File: config.mk
export PLATFORM = sky130hd
export DESIGN_NAME = btn_debounce_pulse
export DESIGN_NICKNAME = d
export VERILOG_FILES = /design/src/rtl/btn_debounce_pulse_pkg.sv /design/src/rtl/btn_debounce_pulse_deb_key_fsm.sv /design/src/rtl/btn_debounce_pulse.sv
export SDC_FILE = /design/constraint.sdc
export NUM_CORES = 1
export LEC_CHECK = 0
export CELL_PAD_IN_SITES_DETAIL_PLACEMENT = 1
export CELL_PAD_IN_SITES_GLOBAL_PLACEMENT = 1
export CORE_MARGIN = 1.5
export CORE_UTILIZATION = 55
export CTS_CLUSTER_DIAMETER = 40
export DETAILED_ROUTE_END_ITERATION = 8
export DONT_BUFFER_PORTS = 1
export PLACE_DENSITY = 0.86
export SETUP_SLACK_MARGIN = 0.1
export SLEW_MARGIN = 20
export SYNTH_ARGS = -nofsm -noshare
export SYNTH_HDL_FRONTEND = slang
export SYNTH_HIERARCHICAL = 1
export SYNTH_SLANG_ARGS = --single-unit
File: constraint.sdc
create_clock -name clk_1Khz -period 5.45 [get_ports clk_1Khz]
set_input_delay 1.635 -clock clk_1Khz [delete_from_list [all_inputs] [get_ports clk_1Khz]]
set_output_delay 1.635 -clock clk_1Khz [all_outputs]
set_load 0.05 [all_outputs]
File: src/rtl/btn_debounce_pulse_pkg.sv
// Shared definitions for the front-panel button front-end: key indices,
// per-key FSM state encoding and default timing constants.
package btn_debounce_pulse_pkg;

    // Bit positions of each physical button inside the btn_* vectors.
    localparam int KEY_BTN0 = 0;
    localparam int KEY_BTN1 = 1;
    localparam int KEY_BTN3 = 2;
    localparam int KEY_BTN4 = 3;
    localparam int KEY_BTN6 = 4;
    localparam int KEY_BTN7 = 5;

    localparam int N_KEYS_DEF          = 6;
    localparam int DEBOUNCE_MS_DEF     = 20;
    localparam int REPEAT_DELAY_MS_DEF = 500;
    localparam int REPEAT_RATE_MS_DEF  = 200;
    localparam int CNT_W_DEF           = 10;

    localparam logic [N_KEYS_DEF-1:0] REPEAT_MASK_DEF =
        (N_KEYS_DEF'(1) << KEY_BTN6) | (N_KEYS_DEF'(1) << KEY_BTN7);

    typedef enum logic [2:0] {
        ST_RELEASED    = 3'd0,
        ST_PRESS_DEB   = 3'd1,
        ST_PRESSED     = 3'd2,
        ST_REPEATING   = 3'd3,
        ST_RELEASE_DEB = 3'd4
    } key_state_e;

endpackage

File: src/rtl/btn_debounce_pulse_deb_key_fsm.sv
// One key: 2-FF synchroniser, shared debounce/repeat counter and the
// press/release FSM producing a registered pulse and debounced level.
module deb_key_fsm
    import btn_debounce_pulse_pkg::*;
#(
    parameter int DEBOUNCE_MS     = DEBOUNCE_MS_DEF,
    parameter int REPEAT_DELAY_MS = REPEAT_DELAY_MS_DEF,
    parameter int REPEAT_RATE_MS  = REPEAT_RATE_MS_DEF,
    parameter int CNT_W           = CNT_W_DEF
) (
    input  logic clk_1Khz,
    input  logic rst,
    input  logic repeat_en,
    input  logic btn_raw,
    output logic btn_pulse,
    output logic btn_level
);

    localparam logic [CNT_W-1:0] DEB_LAST   = CNT_W'(DEBOUNCE_MS - 1);
    localparam logic [CNT_W-1:0] DELAY_LAST = CNT_W'(REPEAT_DELAY_MS - 1);
    localparam logic [CNT_W-1:0] RATE_LAST  = CNT_W'(REPEAT_RATE_MS - 1);
    localparam logic [CNT_W-1:0] CNT_MAX    = '1;
    localparam logic [CNT_W-1:0] CNT_ONE    = CNT_W'(1);

    logic             s1_q, s1_d;
    logic             s2_q, s2_d;
    key_state_e       state_q, state_d;
    logic [CNT_W-1:0] cnt_q, cnt_d;
    logic             pulse_q, pulse_d;
    logic             level_q, level_d;

    always_ff @(posedge clk_1Khz or negedge rst) begin
        if (!rst) begin
            s1_q    <= 1'b0;
            s2_q    <= 1'b0;
            state_q <= ST_RELEASED;
            cnt_q   <= '0;
            pulse_q <= 1'b0;
            level_q <= 1'b0;
        end else begin
            s1_q    <= s1_d;
            s2_q    <= s2_d;
            state_q <= state_d;
            cnt_q   <= cnt_d;
            pulse_q <= pulse_d;
            level_q <= level_d;
        end
    end

    always_comb begin
        s1_d    = btn_raw;
        s2_d    = s1_q;
        state_d = state_q;
        cnt_d   = cnt_q;
        pulse_d = 1'b0;
        level_d = level_q;
        case (state_q)
            ST_RELEASED: begin
                if (s2_q) begin
                    state_d = ST_PRESS_DEB;
                    cnt_d   = '0;
                end
            end
            ST_PRESS_DEB: begin
                if (!s2_q) begin
                    state_d = ST_RELEASED;
                    cnt_d   = '0;
                end else if (cnt_q == DEB_LAST) begin
                    state_d = ST_PRESSED;
                    cnt_d   = '0;
                    pulse_d = 1'b1;
                    level_d = 1'b1;
                end else begin
                    cnt_d = cnt_q + CNT_ONE;
                end
            end
            // Non-repeating keys park the counter at its ceiling while held.
            ST_PRESSED: begin
                if (!s2_q) begin
                    state_d = ST_RELEASE_DEB;
                    cnt_d   = '0;
                end else if (repeat_en && (cnt_q == DELAY_LAST)) begin
                    state_d = ST_REPEATING;
                    cnt_d   = '0;
                    pulse_d = 1'b1;
                end else if (cnt_q != CNT_MAX) begin
                    cnt_d = cnt_q + CNT_ONE;
                end
            end
            ST_REPEATING: begin
                if (!s2_q) begin
                    state_d = ST_RELEASE_DEB;
                    cnt_d   = '0;
                end else if (cnt_q == RATE_LAST) begin
                    cnt_d   = '0;
                    pulse_d = 1'b1;
                end else begin
                    cnt_d = cnt_q + CNT_ONE;
                end
            end
            ST_RELEASE_DEB: begin
                if (s2_q) begin
                    state_d = ST_PRESSED;
                    cnt_d   = '0;
                end else if (cnt_q == DEB_LAST) begin
                    state_d = ST_RELEASED;
                    cnt_d   = '0;
                    level_d = 1'b0;
                end else begin
                    cnt_d = cnt_q + CNT_ONE;
                end
            end
            default: begin
                state_d = ST_RELEASED;
                cnt_d   = '0;
                level_d = 1'b0;
            end
        endcase
    end

    assign btn_pulse = pulse_q;
    assign btn_level = level_q;

endmodule

File: src/rtl/btn_debounce_pulse.sv
// Front-panel button front-end: one independent debounce/auto-repeat
// channel per key, auto-repeat enabled per key by REPEAT_MASK.
module btn_debounce_pulse
    import btn_debounce_pulse_pkg::*;
#(
    parameter int                N_KEYS          = N_KEYS_DEF,
    parameter int                DEBOUNCE_MS     = DEBOUNCE_MS_DEF,
    parameter int                REPEAT_DELAY_MS = REPEAT_DELAY_MS_DEF,
    parameter int                REPEAT_RATE_MS  = REPEAT_RATE_MS_DEF,
    parameter logic [N_KEYS-1:0] REPEAT_MASK     = N_KEYS'(REPEAT_MASK_DEF),
    parameter int                CNT_W           = CNT_W_DEF
) (
    input  logic              clk_1Khz,
    input  logic              rst,
    input  logic [N_KEYS-1:0] btn_raw,
    output logic [N_KEYS-1:0] btn_pulse,
    output logic [N_KEYS-1:0] btn_level
);

    for (genvar k = 0; k < N_KEYS; k++) begin : g_key
        deb_key_fsm #(
            .DEBOUNCE_MS    (DEBOUNCE_MS),
            .REPEAT_DELAY_MS(REPEAT_DELAY_MS),
            .REPEAT_RATE_MS (REPEAT_RATE_MS),
            .CNT_W          (CNT_W)
        ) u_key (
            .clk_1Khz (clk_1Khz),
            .rst      (rst),
            .repeat_en(REPEAT_MASK[k]),
            .btn_raw  (btn_raw[k]),
            .btn_pulse(btn_pulse[k]),
            .btn_level(btn_level[k])
        );
    end

endmodule

==> run_results.csv, run 1 <==
group,metric,value,unit
setup_path,required,3820,ps
floorplan,std_cell_rows,40,
floorplan,core-area,12010,sq um
yosys,asyncSetResetFlopFracSynth,100.0,%
layout,final_common_cell,"dfrtp_1",
timing,rsz0062_at_grt,"no",
flow_run,maxCapViolCount,0,
route,postRouteAntennaNets,0,
placed_design,io_buffers,0,
yosys,synth.distinct_cells,90,
layout,nets,665,
timing,skew,7.631,ps
clock_network,cts_tree,"built",
layout,diodes,0,
worst_hold_path,hp-class,"flop to flop",
timing,fmax,378.1,MHz
yosys,yosys.area_share.simple,30.97,%
yosys,mappedNetlistArea,6751,sq um
floorplan,die_h,113.8,microns
route,via_count,5230,
timing,finalHoldViolCount,0,
setup_path,endpoint_kind,"primary output",
yosys,synth.yosys.seq_area_share,37.81,%
clock_network,cts_root_buf,"clkbuf_16",
route,drcViolationCount,0,
placed_design,hpwl,10.74,mm
timing,min_period,2645,ps
yosys,synth_xor_area_share,1.946,%
setup_path,crit_type,"flop to primary output",
clock_network,cts_setup_buffers,0,
clock_network,path_clk_slew,70,ps
setup_path,crit_fanout,3,
timing,relSlewSlack,53.88,%
power_and_ir_drop,vdd_drop_max,134.4,uV
clock_network,clockBufferDepth,2,
yosys,synthAdderAreaFrac,1.112,%
power_and_ir_drop,power_density,236.7,nW/um^2
yosys,synth-edff-count,0,
timing,finalSetupViolations,0,
global_route,grt_first_pass_wirelength,26.49,mm
placed_design,place_area,6606,sq um
global_route,overflow,0,
global_route,grt_max_degree,103,
route,wl_per_cell,19.32,microns
clock_network,cts_sinks,102,
yosys,ys_ff_latch,102,
floorplan,die_w,113.8,microns
yosys,syn_inst,677,
yosys,synth_top_family_by_area,"simple AND/OR/NAND/NOR gates",
layout,areaGrowthSynthToFinish,2.761,%
placed_design,place_ws,3175,ps
global_route,first_global_vias,5310,
timing,tightest_slew,685.5,ps
timing,setup_ws,2805,ps
setup_path,rrSetupSlack,3250,ps
power_and_ir_drop,p_leak,2.653,nW
floorplan,io_pins,20,
yosys,ys.flop_type,"dfrtp_1",
timing,tns,0,ps
clock_network,postCtsHoldBufs,0,
route,vias_per_cell,6.513,
setup_path,cp-start-kind,"flop",
global_route,antenna_found_initial,0,
layout,layout_common_cells,"dfrtp_1 (102), nand2_1 (59), nor2_1 (49), o21ai_0 (30)",
yosys,synthMuxAreaShare,1.520,%
floorplan,initial_utilization,56.21,%
clock_network,insertion_delay,350,ps
layout,drive_above_1_share,17.53,%
yosys,synth.avg_cell_area,9.973,sq um
clock_network,post_cts_resized,0,
global_route,grt_use_total,25.35,%
yosys,ys_warn_count,6,
yosys,synth_compound_area_share,20.16,%
layout,final_area,6938,sq um
route,drt-initial-drc-count,220,
placed_design,gp_congestion,0.8278,
clock_network,cts_buffers,9,
clock_network,htreeDepth,3,
timing,slew_viol_final,0,
timing,finalCritPeriodShare,48.53,%
route,drtPass1Iterations,5,
floorplan,design.die.area,12950,sq um
status,outcome,"complete, no violations",
route,wl,15.51,mm
setup_path,worstPathArrival,1010,ps
[cells in the mapped netlist, types with 6 or more instances]
| library cell | count | area, sq um |
|---|---|---|
| dfrtp_1 | 102 | 2552 |
| nand2_1 | 59 | 221.5 |
| nor2_1 | 49 | 183.9 |
| o21ai_0 | 30 | 150.1 |
| inv_1 | 23 | 86.33 |
| nand3_1 | 23 | 115.1 |
| a21oi_1 | 22 | 110.1 |
| o211ai_1 | 22 | 165.2 |
| nand4_1 | 16 | 100.1 |
| buf_4 | 14 | 105.1 |
| nor3_1 | 14 | 70.07 |
| and3_1 | 12 | 75.07 |
| buf_2 | 12 | 60.06 |
| buf_6 | 12 | 135.1 |
| xor2_1 | 11 | 96.34 |
| and2_1 | 10 | 62.56 |
| nor3b_1 | 9 | 67.56 |
| o2111ai_1 | 9 | 78.83 |
| o22ai_1 | 9 | 56.30 |
| mux2i_1 | 8 | 80.08 |
| o221ai_1 | 8 | 70.07 |
| o31ai_1 | 8 | 60.06 |
| a31oi_1 | 7 | 43.79 |
| and3_2 | 7 | 52.55 |
| nor4_1 | 7 | 43.79 |
| and2b_2 | 6 | 52.55 |
| ha_1 | 6 | 75.07 |
| nand2b_1 | 6 | 37.54 |
| nor4_4 | 6 | 127.6 |
| or2_2 | 6 | 37.54 |
[final timing paths]
path	start	endpoint	depth (start not counted)
hold reg to reg	g_key[3].u_key/s1_q$_DFF_PN0_	g_key[3].u_key/s2_q$_DFF_PN0_	0
setup / recovery	g_key[3].u_key/btn_level$_DFFE_PN0P_	btn_level[3]	0
setup reg to reg	g_key[0].u_key/cnt_q[0]$_DFFE_PN0P_	g_key[0].u_key/cnt_q[4]$_DFFE_PN0P_	6
min in group asynchronous	rst	g_key[1].u_key/cnt_q[6]$_DFFE_PN0P_	0
max in group asynchronous	rst	g_key[2].u_key/s1_q$_DFF_PN0_	0
hold / removal	g_key[3].u_key/s1_q$_DFF_PN0_	g_key[3].u_key/s2_q$_DFF_PN0_	0
[sequential cells by signal (all words and copies together) (netlist names)]
signal and cells:
g_key.u_key/btn_pulse 6, g_key.u_key/state_q 18, g_key.u_key/btn_level 6, g_key.u_key/s2_q 6, g_key.u_key/cnt_q 60, g_key.u_key/s1_q 6
[area by class of cell]
| class | instances | area (sq um) |
|---|---|---|
| Tap cell | 147 | 183.9 |
| Inverter | 23 | 86.33 |
| Sequential cell | 102 | 2552 |
| Clock inverter | 5 | 78.83 |
| Multi-Input combinational cell | 515 | 3784 |
| Clock buffer | 11 | 252.7 |
| Fill cell | 1300 | 5074 |
[kinds of logic (layout without fill, tap and decap cells)]
family                   count (synthesis)  in the layout
XOR/XNOR                                15             15
AO/OA/AOI/OAI                          165            165
other                                    2              6
multiplexers                            10             10
buffers and inverters                   64             39
adder cells (fa/ha/maj)                  6              6
flip-flops                             102            102
AND/OR/NAND/NOR                        313            313
[per-stage QoR]
step | hold slack [ps] | total power [mW] | cells | util [%]
after detailed placement | 336.3 | 0.9389 | 787 | 55.00
after global placement | 332.6 | 0.9297 | 787 | 55.00
final | 350.6 | 1.642 | 803 | 57.76
after floorplan | 331.2 | 0.9244 | 681 | -
after global routing | 354.7 | 1.698 | 803 | 57.76
after CTS | 352.0 | 1.658 | 803 | 57.76
[metal layers]
layer	global-route usage (%)	vias up	part of all wire (%)
li1	-	2477	-
met1	33.07	2667	47
met2	43.29	67	50
met3	3.135	19	2.2
met4	9.583	0	1.7
met5	0	-	0
[power by group]
| part | switching, mW | internal (mW) | leakage [nW] |
|---|---|---|---|
| Sequential | 0.0328 | 0.773 | 1.35 |
| Combinational | 0.0728 | 0.0466 | 1.14 |
| Clock | 0.289 | 0.428 | 0.166 |
| Total | 0.394 | 1.25 | 2.65 |
(Power assumes the default switching activity.)
==> run 2, diff against run 1 <==
- CORE_UTILIZATION: 55 -> 46
- PLACE_DENSITY: 0.86 -> 0.76
- clock period: 5.45 -> 2.2 ns (I/O delays scaled with it)
==> run 2 against run 1 <==
Against the previous run:
- the run now ends with negative hold slack left
- non-clock buffer count up 11
- via count up 0.27%
- clock-buffer cell count is 1 higher
- clock skew increased by 3.1 ps
- die area grew 19%
- flip-flop and latch count unchanged
- register-to-register slack worse by 3000 ps
- largest power group unchanged
==> run_results.csv, run 2 (synthesis gave the netlist of run 1 again) <==
group,metric,value,unit
route,wl_per_cell,18.50,microns
clock_network,cts_sinks,102,
timing,rsz0062_at_grt,"no",
power_and_ir_drop,vdd_drop_max,351.1,uV
clock_network,clockBufferDepth,2,
layout,reg.largest.list,"g_key.u_key/cnt_q (60), g_key.u_key/state_q (18)",
floorplan,io_pins,20,
power_and_ir_drop,power_density,560.5,nW/um^2
route,vias_per_cell,6.155,
global_route,overflow,0,
timing,tns,0,ps
timing,finalHoldViolCount,5,
layout,stdcell_count,852,
timing,finalCritPeriodShare,90.36,%
flow_run,maxCapViolCount,0,
status,outcome,"finished with violations",
route,drtPass1Iterations,4,
layout,filler_cell_count,1609,
global_route,grt_use_total,21.46,%
route,via_count,5244,
timing,tightest_slew,761.8,ps
setup_path,required,2430,ps
clock_network,cts_buffers,9,
clock_network,cts_root_buf,"clkbuf_16",
placed_design,dp_cells,833,
layout,final_common_cell,"dfrtp_1",
clock_network,path_clk_slew,70,ps
clock_network,cts_tree,"built",
clock_network,htreeDepth,3,
worst_hold_path,hp-class,"primary input to asynchronous set/reset pin",
route,drcViolationCount,0,
timing,skew,10.73,ps
floorplan,die_w,124.2,microns
route,drt-initial-drc-count,317,
global_route,first_global_vias,5376,
layout,drive_above_1_share,20.24,%
floorplan,core-area,14420,sq um
setup_path,endpoint_kind,"flop",
placed_design,gp_congestion,0.8561,
timing,min_period,1988,ps
global_route,grt_max_degree,103,
setup_path,rrSetupSlack,210,ps
setup_path,rr_worst_depth,6,
global_route,grt_first_pass_wirelength,26.43,mm
timing,fmax,503.1,MHz
timing,relSlewSlack,48.74,%
setup_path,rr_endpoint,"g_key[3].u_key/cnt_q[6]$_DFFE_PN0P_",
layout,areaGrowthSynthToFinish,5.170,%
timing,finalSetupViolations,0,
status,failed_checks,"negative hold slack",
power_and_ir_drop,p_leak,2.718,nW
placed_design,io_buffers,0,
route,postRouteAntennaNets,0,
setup_path,r2r_start,"g_key[3].u_key/cnt_q[0]$_DFFE_PN0P_",
timing,whs,-6.201,ps
setup_path,crit_fanout,7,
floorplan,initial_utilization,46.81,%
clock_network,insertion_delay,350,ps
placed_design,hpwl,11.18,mm
setup_path,cp-start-kind,"flop",
floorplan,design.die.area,15410,sq um
setup_path,crit_type,"flop to flop",
route,wl,15.76,mm
floorplan,die_h,124.2,microns
layout,largest_register,"g_key.u_key/cnt_q",
setup_path,worstPathArrival,2220,ps
layout,layout_common_cells,"dfrtp_1 (102), nand2_1 (59), nor2_1 (47), o21ai_0 (30), inv_1 (23)",
timing,slew_viol_final,0,
layout,largest_reg_flops,60,
layout,nets,676,
floorplan,std_cell_rows,44,
global_route,antenna_found_initial,1,
-- run 2: through the flow --
| step | area [sq um] | total power [mW] | utilization [%] | worst slack [ps] |
|---|---|---|---|---|
| after global placement | 6720 | 2.315 | 46.59 | 237.4 |
| after detailed placement | 6720 | 2.338 | 46.59 | 142.1 |
| after CTS | 7030 | 4.036 | 48.74 | 128.8 |
| final | 7101 | 3.980 | 49.23 | 212.1 |
| after global routing | 7101 | 4.149 | 49.23 | 95.98 |
| after floorplan | 6766 | 2.290 | - | 262.4 |
-- run 2: area by class of cell --
type / count / area [sq um] / share of cell area, %
clock buffer: 12 / 256.5 / 3.612
sequential: 102 / 2552 / 35.95
inverter: 23 / 86.33 / 1.216
tap: 184 / 230.2 / 3.242
clock inverter: 4 / 53.80 / 0.7577
timing repair buffer: 11 / 82.58 / 1.163
antenna: 1 / 2.502 / 0.03524
multi-input combinational: 515 / 3836 / 54.03
-- run 2: layer usage --
layer  global-route usage (%)  routed length [microns]  vias up
met5                        0                        0        -
li1                         -                        -     2495
met4                    5.185                      172        0
met1                    26.84                     7155     2687
met2                    37.40                     7964       49
met3                    4.991                      467       13
-- run 2: critical path: stages (launching register included) --
cell       delay [ps]
dfrtp_1           400
ha_2              250
nand4_1           120
or4b_4            550
o2bb2ai_2         190
nor2_4            230
o221ai_2          130
-- run 2: how the worst max path moves through the flow --
stage | start | slack, ps | endpoint | cells after the start
final | g_key[3].u_key/cnt_q[0]$_DFFE_PN0P_ | 210 | g_key[3].u_key/cnt_q[6]$_DFFE_PN0P_ | 6
after global routing | g_key[1].u_key/cnt_q[0]$_DFFE_PN0P_ | 100 | g_key[1].u_key/cnt_q[3]$_DFFE_PN0P_ | 6
after CTS | g_key[2].u_key/cnt_q[0]$_DFFE_PN0P_ | 130 | g_key[2].u_key/cnt_q[2]$_DFFE_PN0P_ | 6
after detailed placement | g_key[0].u_key/cnt_q[0]$_DFFE_PN0P_ | 140 | g_key[0].u_key/cnt_q[4]$_DFFE_PN0P_ | 6
after global placement | g_key[0].u_key/cnt_q[0]$_DFFE_PN0P_ | 240 | g_key[0].u_key/cnt_q[4]$_DFFE_PN0P_ | 6
after floorplan | g_key[0].u_key/cnt_q[0]$_DFFE_PN0P_ | 260 | g_key[0].u_key/cnt_q[9]$_DFFE_PN0P_ | 7
-- run 2: what timing repair did --
item	CTS	global route
endpoints found under the hold margin	102	102
gates resized for setup	0	14
setup buffers	0	2
endpoints found under the setup margin	0	34
-- run 2: report_power, final --
group / leakage (nW) / switching [mW] / internal (mW) / total, mW
clock: 0.145 / 0.726 / 0.950 / 1.68
combinational: 1.22 / 0.180 / 0.128 / 0.308
sequential: 1.35 / 0.0808 / 1.92 / 2.00
